$ cat src/rtl/trapint_ctrl_pkg.sv
// Shared constants for the interrupt-trap controller: standard mip bit indices,
// fixed selection order, privilege encodings and WFI state encodings.
package trapint_ctrl_pkg;

  localparam int SSI  = 1;
  localparam int VSSI = 2;
  localparam int MSI  = 3;
  localparam int STI  = 5;
  localparam int VSTI = 6;
  localparam int MTI  = 7;
  localparam int SEI  = 9;
  localparam int VSEI = 10;
  localparam int MEI  = 11;
  localparam int SGEI = 12;

  localparam int NUM_STD = 10;
  // Highest priority first; custom lines (>=13) rank below all of these.
  localparam int PRIO_ORDER [NUM_STD] = '{MEI, MSI, MTI, SEI, SSI, STI, SGEI, VSEI, VSSI, VSTI};
  // Bits 0, 4 and 8 are never selectable.
  localparam logic [12:0] STD_HOLES = 13'h0111;

  localparam logic [1:0] PRIV_U = 2'b00;
  localparam logic [1:0] PRIV_S = 2'b01;
  localparam logic [1:0] PRIV_M = 2'b11;

  typedef enum logic [1:0] {IDLE = 2'd0, WAIT = 2'd1, TOUT = 2'd2} wfi_state_t;

  localparam logic [1:0] WFI_IDLE = IDLE;
  localparam logic [1:0] WFI_WAIT = WAIT;
  localparam logic [1:0] WFI_TOUT = TOUT;

  function automatic logic isVsCode(input int idx);
    return (idx == VSSI) || (idx == VSTI) || (idx == VSEI);
  endfunction

endpackage

$ cat src/rtl/trapint_ctrl_if.sv
// Bundle between the CSR/pipeline side (master) and the interrupt-trap controller (slave).
// Plain level signals, no handshake: every input is sampled each cycle, outputs are combinational.
interface trapint_ctrl_if #(
  parameter int NUM_INTS   = 16,
  parameter int CAUSE_BITS = 6
);
  logic                  StallW;
  logic                  FlushW;
  logic [1:0]            PrivilegeModeW;
  logic                  VirtModeW;
  logic                  STATUS_MIE;
  logic                  STATUS_SIE;
  logic                  VSSTATUS_SIE;
  logic                  STATUS_TW;
  logic [NUM_INTS-1:0]   MIP_REGW;
  logic [NUM_INTS-1:0]   MIE_REGW;
  logic [NUM_INTS-1:0]   MIDELEG_REGW;
  logic [NUM_INTS-1:0]   HIDELEG_REGW;
  logic                  InstrValidM;
  logic                  CommittedM;
  logic                  CommittedF;
  logic                  wfiM;
  logic                  ExceptionM;
  logic                  InterruptM;
  logic [CAUSE_BITS-1:0] IntCauseM;
  logic                  IntToM;
  logic                  IntToHS;
  logic                  IntToVS;
  logic                  IntPendingM;
  logic                  WfiStallM;
  logic                  WfiTimeoutM;

  modport master (
    output StallW, FlushW, PrivilegeModeW, VirtModeW, STATUS_MIE, STATUS_SIE,
           VSSTATUS_SIE, STATUS_TW, MIP_REGW, MIE_REGW, MIDELEG_REGW, HIDELEG_REGW,
           InstrValidM, CommittedM, CommittedF, wfiM, ExceptionM,
    input  InterruptM, IntCauseM, IntToM, IntToHS, IntToVS, IntPendingM,
           WfiStallM, WfiTimeoutM
  );

  modport slave (
    input  StallW, FlushW, PrivilegeModeW, VirtModeW, STATUS_MIE, STATUS_SIE,
           VSSTATUS_SIE, STATUS_TW, MIP_REGW, MIE_REGW, MIDELEG_REGW, HIDELEG_REGW,
           InstrValidM, CommittedM, CommittedF, wfiM, ExceptionM,
    output InterruptM, IntCauseM, IntToM, IntToHS, IntToVS, IntPendingM,
           WfiStallM, WfiTimeoutM
  );
endinterface

$ cat src/rtl/trapint_ctrl_intprio.sv
// Fixed-order priority encoder: standard lines in architectural order,
// then custom lines with the highest index winning.
module trapint_ctrl_intprio
  import trapint_ctrl_pkg::*;
#(
  parameter int NUM_INTS   = 16,
  parameter int CAUSE_BITS = 6
) (
  input  logic [NUM_INTS-1:0]   pend,
  output logic                  any,
  output logic [CAUSE_BITS-1:0] idx
);

  localparam logic [NUM_INTS-1:0] PRIO_MASK = ~NUM_INTS'(STD_HOLES);

  always_comb begin
    any = |(pend & PRIO_MASK);
    idx = '0;
    for (int i = 13; i < NUM_INTS; i++) begin
      if (pend[i]) idx = CAUSE_BITS'(i);
    end
    // Walk lowest-priority standard line first so the highest one overwrites.
    for (int k = NUM_STD - 1; k >= 0; k--) begin
      if (pend[PRIO_ORDER[k]]) idx = CAUSE_BITS'(PRIO_ORDER[k]);
    end
  end

endmodule

$ cat src/rtl/trapint_ctrl.sv
// Interrupt-trap controller: registered pending stage, M/HS/VS delegation and
// target selection, plus the WFI wait/timeout state machine.
module trapint_ctrl
  import trapint_ctrl_pkg::*;
#(
  parameter int NUM_INTS    = 16,
  parameter int H_SUPPORTED = 1,
  parameter int WFI_TIMEOUT = 255,
  parameter int CAUSE_BITS  = 6
) (
  input  logic            clk,
  input  logic            reset,
  trapint_ctrl_if.slave   bus,
  output logic [1:0]      wfiState
);

  localparam int CNT_W = (WFI_TIMEOUT > 0) ? $clog2(WFI_TIMEOUT + 1) : 1;
  localparam logic [CNT_W-1:0] CNT_MAX = CNT_W'(WFI_TIMEOUT);

  logic [NUM_INTS-1:0]   pendQ, hideleg, mSet, hsSet, vsSet;
  logic                  virt, privM, privS, privU;
  logic                  mGlobal, hsGlobal, vsGlobal;
  logic                  mAny, hsAny, vsAny, twArmed;
  logic [CAUSE_BITS-1:0] mIdx, hsIdx, vsIdx, vsCause;
  logic [1:0]            state, stateNext;
  logic [CNT_W-1:0]      cnt, cntNext;

  always_ff @(posedge clk) begin
    if (reset) pendQ <= '0;
    else       pendQ <= bus.MIP_REGW & bus.MIE_REGW;
  end

  assign virt    = (H_SUPPORTED != 0) & bus.VirtModeW;
  assign hideleg = (H_SUPPORTED != 0) ? bus.HIDELEG_REGW : '0;
  assign privM   = (bus.PrivilegeModeW == PRIV_M);
  assign privS   = (bus.PrivilegeModeW == PRIV_S);
  assign privU   = (bus.PrivilegeModeW == PRIV_U);

  assign mGlobal  = ~privM | bus.STATUS_MIE;
  assign hsGlobal = ~privM & (virt | privU | (privS & bus.STATUS_SIE));
  assign vsGlobal = virt & (privU | (privS & bus.VSSTATUS_SIE));

  assign mSet  = pendQ & ~bus.MIDELEG_REGW & {NUM_INTS{mGlobal}};
  assign hsSet = pendQ & bus.MIDELEG_REGW & ~hideleg & {NUM_INTS{hsGlobal}};
  assign vsSet = pendQ & bus.MIDELEG_REGW & hideleg & {NUM_INTS{vsGlobal}};

  trapint_ctrl_intprio #(.NUM_INTS(NUM_INTS), .CAUSE_BITS(CAUSE_BITS)) uPrioM  (.pend(mSet),  .any(mAny),  .idx(mIdx));
  trapint_ctrl_intprio #(.NUM_INTS(NUM_INTS), .CAUSE_BITS(CAUSE_BITS)) uPrioHS (.pend(hsSet), .any(hsAny), .idx(hsIdx));
  trapint_ctrl_intprio #(.NUM_INTS(NUM_INTS), .CAUSE_BITS(CAUSE_BITS)) uPrioVS (.pend(vsSet), .any(vsAny), .idx(vsIdx));

  // VS-level standard interrupts are reported to the guest with their S-level codes.
  assign vsCause = isVsCode(int'(vsIdx)) ? vsIdx - CAUSE_BITS'(1) : vsIdx;

  always_comb begin
    bus.InterruptM = (mAny | hsAny | vsAny) & ~bus.ExceptionM & ~bus.CommittedM &
                     ~bus.CommittedF & (bus.InstrValidM | (state == WFI_WAIT));
    bus.IntToM  = bus.InterruptM & mAny;
    bus.IntToHS = bus.InterruptM & ~mAny & hsAny;
    bus.IntToVS = bus.InterruptM & ~mAny & ~hsAny & vsAny;
    bus.IntCauseM = '0;
    if (bus.IntToM)       bus.IntCauseM = mIdx;
    else if (bus.IntToHS) bus.IntCauseM = hsIdx;
    else if (bus.IntToVS) bus.IntCauseM = vsCause;
  end

  assign bus.IntPendingM = |pendQ;
  assign twArmed         = bus.STATUS_TW & ~privM;

  always_comb begin
    stateNext = state;
    cntNext   = cnt;
    case (state)
      WFI_IDLE: begin
        cntNext = '0;
        if (bus.wfiM & bus.InstrValidM & ~bus.IntPendingM & ~bus.FlushW) stateNext = WFI_WAIT;
      end
      WFI_WAIT: begin
        // A wake-up outranks a timeout landing in the same cycle.
        if (bus.IntPendingM) begin
          stateNext = WFI_IDLE;
          cntNext   = '0;
        end else if (twArmed & (cnt == CNT_MAX)) begin
          stateNext = WFI_TOUT;
          cntNext   = '0;
        end else if (twArmed) begin
          cntNext = cnt + CNT_W'(1);
        end
      end
      default: begin
        stateNext = WFI_IDLE;
        cntNext   = '0;
      end
    endcase
  end

  always_ff @(posedge clk) begin
    if (reset || bus.FlushW) begin
      state <= WFI_IDLE;
      cnt   <= '0;
    end else if (!bus.StallW) begin
      state <= stateNext;
      cnt   <= cntNext;
    end
  end

  assign bus.WfiStallM   = (state == WFI_WAIT);
  assign bus.WfiTimeoutM = (state == WFI_TOUT);
  assign wfiState        = state;

endmodule

$ cat src/flat_wrapper.sv
// flat-port wrapper written by rule: the top's interface ports become plain ports
module trapint_ctrl_flat import trapint_ctrl_pkg::*;
#(
  parameter int NUM_INTS    = 16,
  parameter int H_SUPPORTED = 1,
  parameter int WFI_TIMEOUT = 255,
  parameter int CAUSE_BITS  = 6
)
  (clk, reset, wfiState, bus_StallW, bus_FlushW, bus_PrivilegeModeW, bus_VirtModeW, bus_STATUS_MIE, bus_STATUS_SIE, bus_VSSTATUS_SIE, bus_STATUS_TW, bus_MIP_REGW, bus_MIE_REGW, bus_MIDELEG_REGW, bus_HIDELEG_REGW, bus_InstrValidM, bus_CommittedM, bus_CommittedF, bus_wfiM, bus_ExceptionM, bus_InterruptM, bus_IntCauseM, bus_IntToM, bus_IntToHS, bus_IntToVS, bus_IntPendingM, bus_WfiStallM, bus_WfiTimeoutM);
  trapint_ctrl_if #(.NUM_INTS(NUM_INTS), .CAUSE_BITS(CAUSE_BITS)) bus_i ();
  input  logic clk;
  input  logic reset;
  output logic [1:0] wfiState;
  input wire logic [$bits(bus_i.StallW)-1:0] bus_StallW;
  input wire logic [$bits(bus_i.FlushW)-1:0] bus_FlushW;
  input wire logic [$bits(bus_i.PrivilegeModeW)-1:0] bus_PrivilegeModeW;
  input wire logic [$bits(bus_i.VirtModeW)-1:0] bus_VirtModeW;
  input wire logic [$bits(bus_i.STATUS_MIE)-1:0] bus_STATUS_MIE;
  input wire logic [$bits(bus_i.STATUS_SIE)-1:0] bus_STATUS_SIE;
  input wire logic [$bits(bus_i.VSSTATUS_SIE)-1:0] bus_VSSTATUS_SIE;
  input wire logic [$bits(bus_i.STATUS_TW)-1:0] bus_STATUS_TW;
  input wire logic [$bits(bus_i.MIP_REGW)-1:0] bus_MIP_REGW;
  input wire logic [$bits(bus_i.MIE_REGW)-1:0] bus_MIE_REGW;
  input wire logic [$bits(bus_i.MIDELEG_REGW)-1:0] bus_MIDELEG_REGW;
  input wire logic [$bits(bus_i.HIDELEG_REGW)-1:0] bus_HIDELEG_REGW;
  input wire logic [$bits(bus_i.InstrValidM)-1:0] bus_InstrValidM;
  input wire logic [$bits(bus_i.CommittedM)-1:0] bus_CommittedM;
  input wire logic [$bits(bus_i.CommittedF)-1:0] bus_CommittedF;
  input wire logic [$bits(bus_i.wfiM)-1:0] bus_wfiM;
  input wire logic [$bits(bus_i.ExceptionM)-1:0] bus_ExceptionM;
  output wire logic [$bits(bus_i.InterruptM)-1:0] bus_InterruptM;
  output wire logic [$bits(bus_i.IntCauseM)-1:0] bus_IntCauseM;
  output wire logic [$bits(bus_i.IntToM)-1:0] bus_IntToM;
  output wire logic [$bits(bus_i.IntToHS)-1:0] bus_IntToHS;
  output wire logic [$bits(bus_i.IntToVS)-1:0] bus_IntToVS;
  output wire logic [$bits(bus_i.IntPendingM)-1:0] bus_IntPendingM;
  output wire logic [$bits(bus_i.WfiStallM)-1:0] bus_WfiStallM;
  output wire logic [$bits(bus_i.WfiTimeoutM)-1:0] bus_WfiTimeoutM;
  assign bus_i.StallW = bus_StallW;
  assign bus_i.FlushW = bus_FlushW;
  assign bus_i.PrivilegeModeW = bus_PrivilegeModeW;
  assign bus_i.VirtModeW = bus_VirtModeW;
  assign bus_i.STATUS_MIE = bus_STATUS_MIE;
  assign bus_i.STATUS_SIE = bus_STATUS_SIE;
  assign bus_i.VSSTATUS_SIE = bus_VSSTATUS_SIE;
  assign bus_i.STATUS_TW = bus_STATUS_TW;
  assign bus_i.MIP_REGW = bus_MIP_REGW;
  assign bus_i.MIE_REGW = bus_MIE_REGW;
  assign bus_i.MIDELEG_REGW = bus_MIDELEG_REGW;
  assign bus_i.HIDELEG_REGW = bus_HIDELEG_REGW;
  assign bus_i.InstrValidM = bus_InstrValidM;
  assign bus_i.CommittedM = bus_CommittedM;
  assign bus_i.CommittedF = bus_CommittedF;
  assign bus_i.wfiM = bus_wfiM;
  assign bus_i.ExceptionM = bus_ExceptionM;
  assign bus_InterruptM = bus_i.InterruptM;
  assign bus_IntCauseM = bus_i.IntCauseM;
  assign bus_IntToM = bus_i.IntToM;
  assign bus_IntToHS = bus_i.IntToHS;
  assign bus_IntToVS = bus_i.IntToVS;
  assign bus_IntPendingM = bus_i.IntPendingM;
  assign bus_WfiStallM = bus_i.WfiStallM;
  assign bus_WfiTimeoutM = bus_i.WfiTimeoutM;
  trapint_ctrl #(.NUM_INTS(NUM_INTS), .H_SUPPORTED(H_SUPPORTED), .WFI_TIMEOUT(WFI_TIMEOUT), .CAUSE_BITS(CAUSE_BITS)) u_core (.clk(clk), .reset(reset), .bus(bus_i), .wfiState(wfiState));
endmodule
$ cat config.mk
export PLATFORM = sky130hd
export DESIGN_NAME = trapint_ctrl_flat
export DESIGN_NICKNAME = d
export VERILOG_FILES = /design/src/rtl/trapint_ctrl_pkg.sv /design/src/rtl/trapint_ctrl_if.sv /design/src/rtl/trapint_ctrl_intprio.sv /design/src/rtl/trapint_ctrl.sv /design/src/flat_wrapper.sv
export SDC_FILE = /design/constraint.sdc
export NUM_CORES = 1
export LEC_CHECK = 0
export ABC_AREA = 1
export BUFFER_PORTS_ARGS = -buffer_cell sky130_fd_sc_hd__buf_2
export CAP_MARGIN = 20
export CORE_UTILIZATION = 35
export DETAILED_ROUTE_END_ITERATION = 8
export RECOVER_POWER = 100
export SYNTH_ARGS = -nofsm -noshare
export SYNTH_HDL_FRONTEND = slang
export SYNTH_SLANG_ARGS = --single-unit
export TNS_END_PERCENT = 5
$ cat constraint.sdc
create_clock -name clk -period 2.75 [get_ports clk]
set_input_delay 0.55 -clock clk [delete_from_list [all_inputs] [get_ports clk]]
set_output_delay 0.55 -clock clk [all_outputs]
set_load 0.005 [all_outputs]
==> results.md <==
- The run finished, with violations left.
- The checks that failed: DRC, setup timing.
- Cells fill about three fifths of the core in the end.
- TritonCTS built the clock tree.
- The distinct cell type count after synthesis is 37.
- The share of post-route cells with drive strength above 1 is 39.3%.
- Using the TritonRoute via totals, the vias-per-cell ratio works out to roughly 4.9.
- Along the worst hold path, the cell count comes to 3.
- The number of nets in the synthesized netlist is 504.
- The count of final max-slew check failures is 0.
- The synthesized netlist devotes between 10% and 20% of its cell area to compound gates.
- At the pin with the least slew margin, the transition time is ~0.70 ns.
- By area the synthesized netlist is led by sky130_fd_sc_hd__dfxtp_1 22%, sky130_fd_sc_hd__nand2_1 18%, sky130_fd_sc_hd__nor2_1 11%, sky130_fd_sc_hd__inv_1 9.1%, sky130_fd_sc_hd__nand3_1 7.4%.
- The first global-routing pass estimated around 12000 µm of wire.
- The post-layout net count is ~650.
- The row count is 29.
- The count of endpoints failing hold in the final timing report came to 0.
- The kind of start point of the critical path is an input pin.
- The floorplan step defined a die boundary enclosing 7090 µm².
- The setup TNS is -0.263 ns.
- The worst setup path is of the input pin to output pin kind.
- The maximum clock skew at final layout is roughly 0.0019 ns.
- The simple-gate portion of the synthesized area is 52.0%.
- Setup repair after global routing could not meet its margin everywhere.
- Synthesis produced a netlist whose cell count is about 420.
- IR analysis of the VDD net gives a maximum drop of ~0.00032 V.
- Of all cell types, the one taking the most synthesized area is sky130_fd_sc_hd__dfxtp_1.
- The worst pin sits at a relative slew slack of between 50% and 60%.
- The post-detailed-route DRC marker count is 10.
- The area share of xor/xnor cells in the synthesized design is less than 1%.
- After global routing the overflow that remains totals 0.
- The endpoint of the worst hold-timing path is u_core.pendQ[13]$_SDFF_PP0_.
- 95 I/O pins were placed.
- Summed over all nets, the switching power comes to 0.292 mW.
- The root buffer cell chosen for the clock tree is sky130_fd_sc_hd__clkbuf_8.
- Sequential cells were found to cover roughly 22% of the synthesized design area.
- The quantity of I/O buffers inserted on ports is 87.
- In this run switching power makes up 28.4% of total power.
- Clock latency on the worst-skew pair, taken at its later pin, is roughly 0.26 ns.
- The number of global-route vias before repair is between 2000 and 3000.
- The tree built by TritonCTS fans out to 26 sinks.
- TritonCTS created 3 clock buffers.
- The horizontal die dimension is about 84 µm.
- The average instance in the mapped netlist occupies 5.61 µm².
- Counting I/O delays and the setup requirement, the final critical path takes 2.82 ns.
- In this run the worst path has a maximum fanout of 7.
- The vertical die dimension is between 80 and 90 µm.
- The Yosys step of the flow raised 0 warnings.
- The data arrival at the endpoint of the critical path is roughly 2.3 ns.
- The pin count of the biggest net entering global routing is 18.
- Before antenna repair, the detailed router went through 6 iterations.
- The peak clock frequency supported by timing is 354 MHz.
- The combined area of all synthesized cells is ~2400 µm².
- The area growth from synthesis to layout is 57.8%.
- In the finished design, the share of the clock period the worst path needs comes to 103%.
- The post-route antenna net violation count is 0.
- The total routed wirelength is 7620 µm.
- CTS built an H-tree with a depth of 1.
- Across the run, the number of max-cap violations was 0.
- The initial utilization of the core area, before any placement, comes to 36.8%.
- The final worst-path setup slack is -0.0729 ns.
- The mux contribution to synthesized area is 0%.
- At the worst endpoint, the required time is around 2.2 ns.
- In the final routed layout, each cell accounts on average for 11.9 µm.
- The internal power consumption is 0.735 mW.
- The kind of end point of the critical path is an output pin.
- No sink is reached through more buffers than the 2 on the longest clock path.
- After the first detailed-routing iteration, the DRC count stood at 117.
- In this run, the clock network consumes 29.9% of the power.
- The sequential share of power is around two fifths.
- The flip-flop and latch count after synthesis is 26.
- After synthesis, the largest family of logic cells by area is simple AND/OR/NAND/NOR gates.
- Clock-pin slew was measured on the worst setup and hold paths at approximately 0.09 ns.
- The number of cells on the worst reg-to-reg path is 12.
- The final RePlAce weighted congestion is 0.932.
- The leakage power of the design is roughly 1.9 nW.
- The top cell type's share of synthesized area is around 22%.
- The total vias in the final route is 3133.
- The half-perimeter wire length after detailed placement is just under 6000 µm.
- Setup violations remaining at the end of the flow were counted as 5.
- The number of antenna violations at the first check in global routing is 0.
- The reg-to-reg critical path endpoint is u_core.cnt[6]$_SDFFE_PP0P_.
- The register-to-register setup slack is just over 0.8 ns.
- The worst hold path startpoint is bus_MIE_REGW[13].
- The power density over the cells is 275 nW/µm².
- Global routing consumed, over all layers together, 21.3% of the routing resources.
- The launch instance of the worst register-to-register path is u_core.pendQ[15]$_SDFF_PP0_.
- The area of the core is 6420 µm².
- 0 antenna diodes ended up in the layout.
- The share of total power dissipated in combinational logic is 31.8%.
- The path class of the lowest-slack min-delay path is input pin to flip-flop.
- Summing the areas of all fa, ha and maj instances in the mapped netlist gives between 1.5 and 2% of the synthesized area.
registers in the layout, indices dropped and copies added (netlist names):
signal and cells:
u_core.pendQ 16, u_core.cnt 8, u_core.wfiState 2
metal layers:
layer | share of wire [%] | global-route usage, % | vias up
li1 | - | - | 1634
met1 | 45 | 27.0 | 1398
met2 | 49 | 38.3 | 89
met3 | 4.2 | 1.38 | 12
met4 | 2.1 | 6.74 | 0
met5 | 0 | 0 | -
what timing repair did:
| action | 4_1_cts | 5_1_grt |
|---|---|---|
| pin swaps | 15 | 30 |
| resized for setup | 31 | 60 |
| setup endpoints to repair | 6 | 8 |
| cloned | 2 | 0 |
| hold buffers | 0 | 0 |
| buffers inserted | 10 | 7 |
power groups by stage:
stage	Sequential [mW]	Clock [mW]	Combinational, mW
floorplan	0.400	0	0.136
global placement	0.402	0	0.257
detailed placement	0.402	0	0.260
CTS	0.393	0.313	0.299
global route	0.395	0.336	0.360
finish	0.393	0.307	0.326
worst max-delay path by stage:
stage                          start               end  slack, ns  cells after the start
2_1_floorplan  bus_PrivilegeModeW[1]  bus_IntCauseM[4]       0.14                     14
3_3_place_gp   bus_PrivilegeModeW[1]  bus_IntCauseM[2]      -0.24                     18
3_5_place_dp   bus_PrivilegeModeW[1]  bus_IntCauseM[2]      -0.27                     18
4_1_cts        bus_PrivilegeModeW[1]  bus_IntCauseM[4]      -0.12                     18
5_1_grt        bus_PrivilegeModeW[1]  bus_IntCauseM[2]      -0.23                     21
6_report       bus_PrivilegeModeW[1]  bus_IntCauseM[2]      -0.07                     20
through the flow:
stage	hold slack [ns]	instance area, µm²	power (mW)	std cells	setup slack, ns
floorplan	0.454	2360	0.536	421	0.138
global placement	0.478	3180	0.658	620	-0.241
detailed placement	0.484	3180	0.663	620	-0.271
CTS	0.485	3500	1.01	636	-0.124
global route	0.487	3730	1.09	642	-0.235
finish	0.489	3730	1.03	642	-0.0729
worst max-delay path: stages:
cell,delay [ns]
sky130_fd_sc_hd__buf_6,0.10
sky130_fd_sc_hd__inv_4,0.05
sky130_fd_sc_hd__nand2_4,0.05
sky130_fd_sc_hd__nor2_4,0.18
sky130_fd_sc_hd__buf_12,0.16
sky130_fd_sc_hd__nand2_4,0.05
sky130_fd_sc_hd__nor2_4,0.14
sky130_fd_sc_hd__a21oi_4,0.05
sky130_fd_sc_hd__nand2_1,0.08
sky130_fd_sc_hd__nor2_1,0.05
sky130_fd_sc_hd__nand2_2,0.08
sky130_fd_sc_hd__inv_4,0.06
sky130_fd_sc_hd__ha_4,0.17
sky130_fd_sc_hd__nand3_2,0.08
sky130_fd_sc_hd__nand2_2,0.07
sky130_fd_sc_hd__nand2_2,0.08
sky130_fd_sc_hd__nand2_2,0.05
sky130_fd_sc_hd__nand2_1,0.05
sky130_fd_sc_hd__nand2_1,0.04
sky130_fd_sc_hd__buf_2,0.12
cells in the final DEF (no fill, tap or decap), drive strengths merged, types with 5 or more instances in the layout:
cell,count
nor3,16
dfxtp,26
nand4,5
inv,59
buf,139
o21ai,33
a21oi,15
clkbuf,9
nand2,125
nor2,79
nand3,37
cell usage after synthesis:
library cell and n:
sky130_fd_sc_hd__a211oi_1 2, sky130_fd_sc_hd__a21boi_0 1, sky130_fd_sc_hd__a21oi_1 14, sky130_fd_sc_hd__a21oi_2 1
sky130_fd_sc_hd__a31oi_1 2, sky130_fd_sc_hd__a41oi_1 1, sky130_fd_sc_hd__and3_1 2, sky130_fd_sc_hd__buf_2 1
sky130_fd_sc_hd__buf_4 1, sky130_fd_sc_hd__buf_6 1, sky130_fd_sc_hd__clkbuf_1 3, sky130_fd_sc_hd__conb_1 1
sky130_fd_sc_hd__dfxtp_1 26, sky130_fd_sc_hd__ha_1 3, sky130_fd_sc_hd__inv_1 57, sky130_fd_sc_hd__inv_2 1
sky130_fd_sc_hd__inv_4 1, sky130_fd_sc_hd__nand2_1 115, sky130_fd_sc_hd__nand2_2 9, sky130_fd_sc_hd__nand2_4 1
sky130_fd_sc_hd__nand3_1 35, sky130_fd_sc_hd__nand3_2 2, sky130_fd_sc_hd__nand4_1 5, sky130_fd_sc_hd__nor2_1 70
sky130_fd_sc_hd__nor2_2 3, sky130_fd_sc_hd__nor2_4 6, sky130_fd_sc_hd__nor3_1 13, sky130_fd_sc_hd__nor3_2 2
sky130_fd_sc_hd__nor3_4 1, sky130_fd_sc_hd__nor3b_1 3, sky130_fd_sc_hd__nor4_1 1, sky130_fd_sc_hd__nor4_2 1
sky130_fd_sc_hd__o2111ai_1 1, sky130_fd_sc_hd__o21a_1 1, sky130_fd_sc_hd__o21ai_0 31, sky130_fd_sc_hd__o21ai_1 2
sky130_fd_sc_hd__xor2_1 1
area by class of cell:
| cell class | count | area [µm²] |
|---|---|---|
| fill | 643 | 2690 |
| timing repair buffer | 145 | 935 |
| clock buffer | 3 | 41.3 |
| timing repair inverter | 1 | 7.51 |
| inverter | 59 | 239 |
| sequential | 26 | 520 |
| multi-input combinational | 330 | 1860 |
| clock inverter | 1 | 30.0 |
| tap | 77 | 96.3 |
cell families after synthesis:
kind of cell,Yosys count
simple gates,269
buf+inv,65
compound gates,56
flops,26
fa+ha+maj,3
xor+xnor,1
other cells,1
Power figures use the tool's default switching activity.
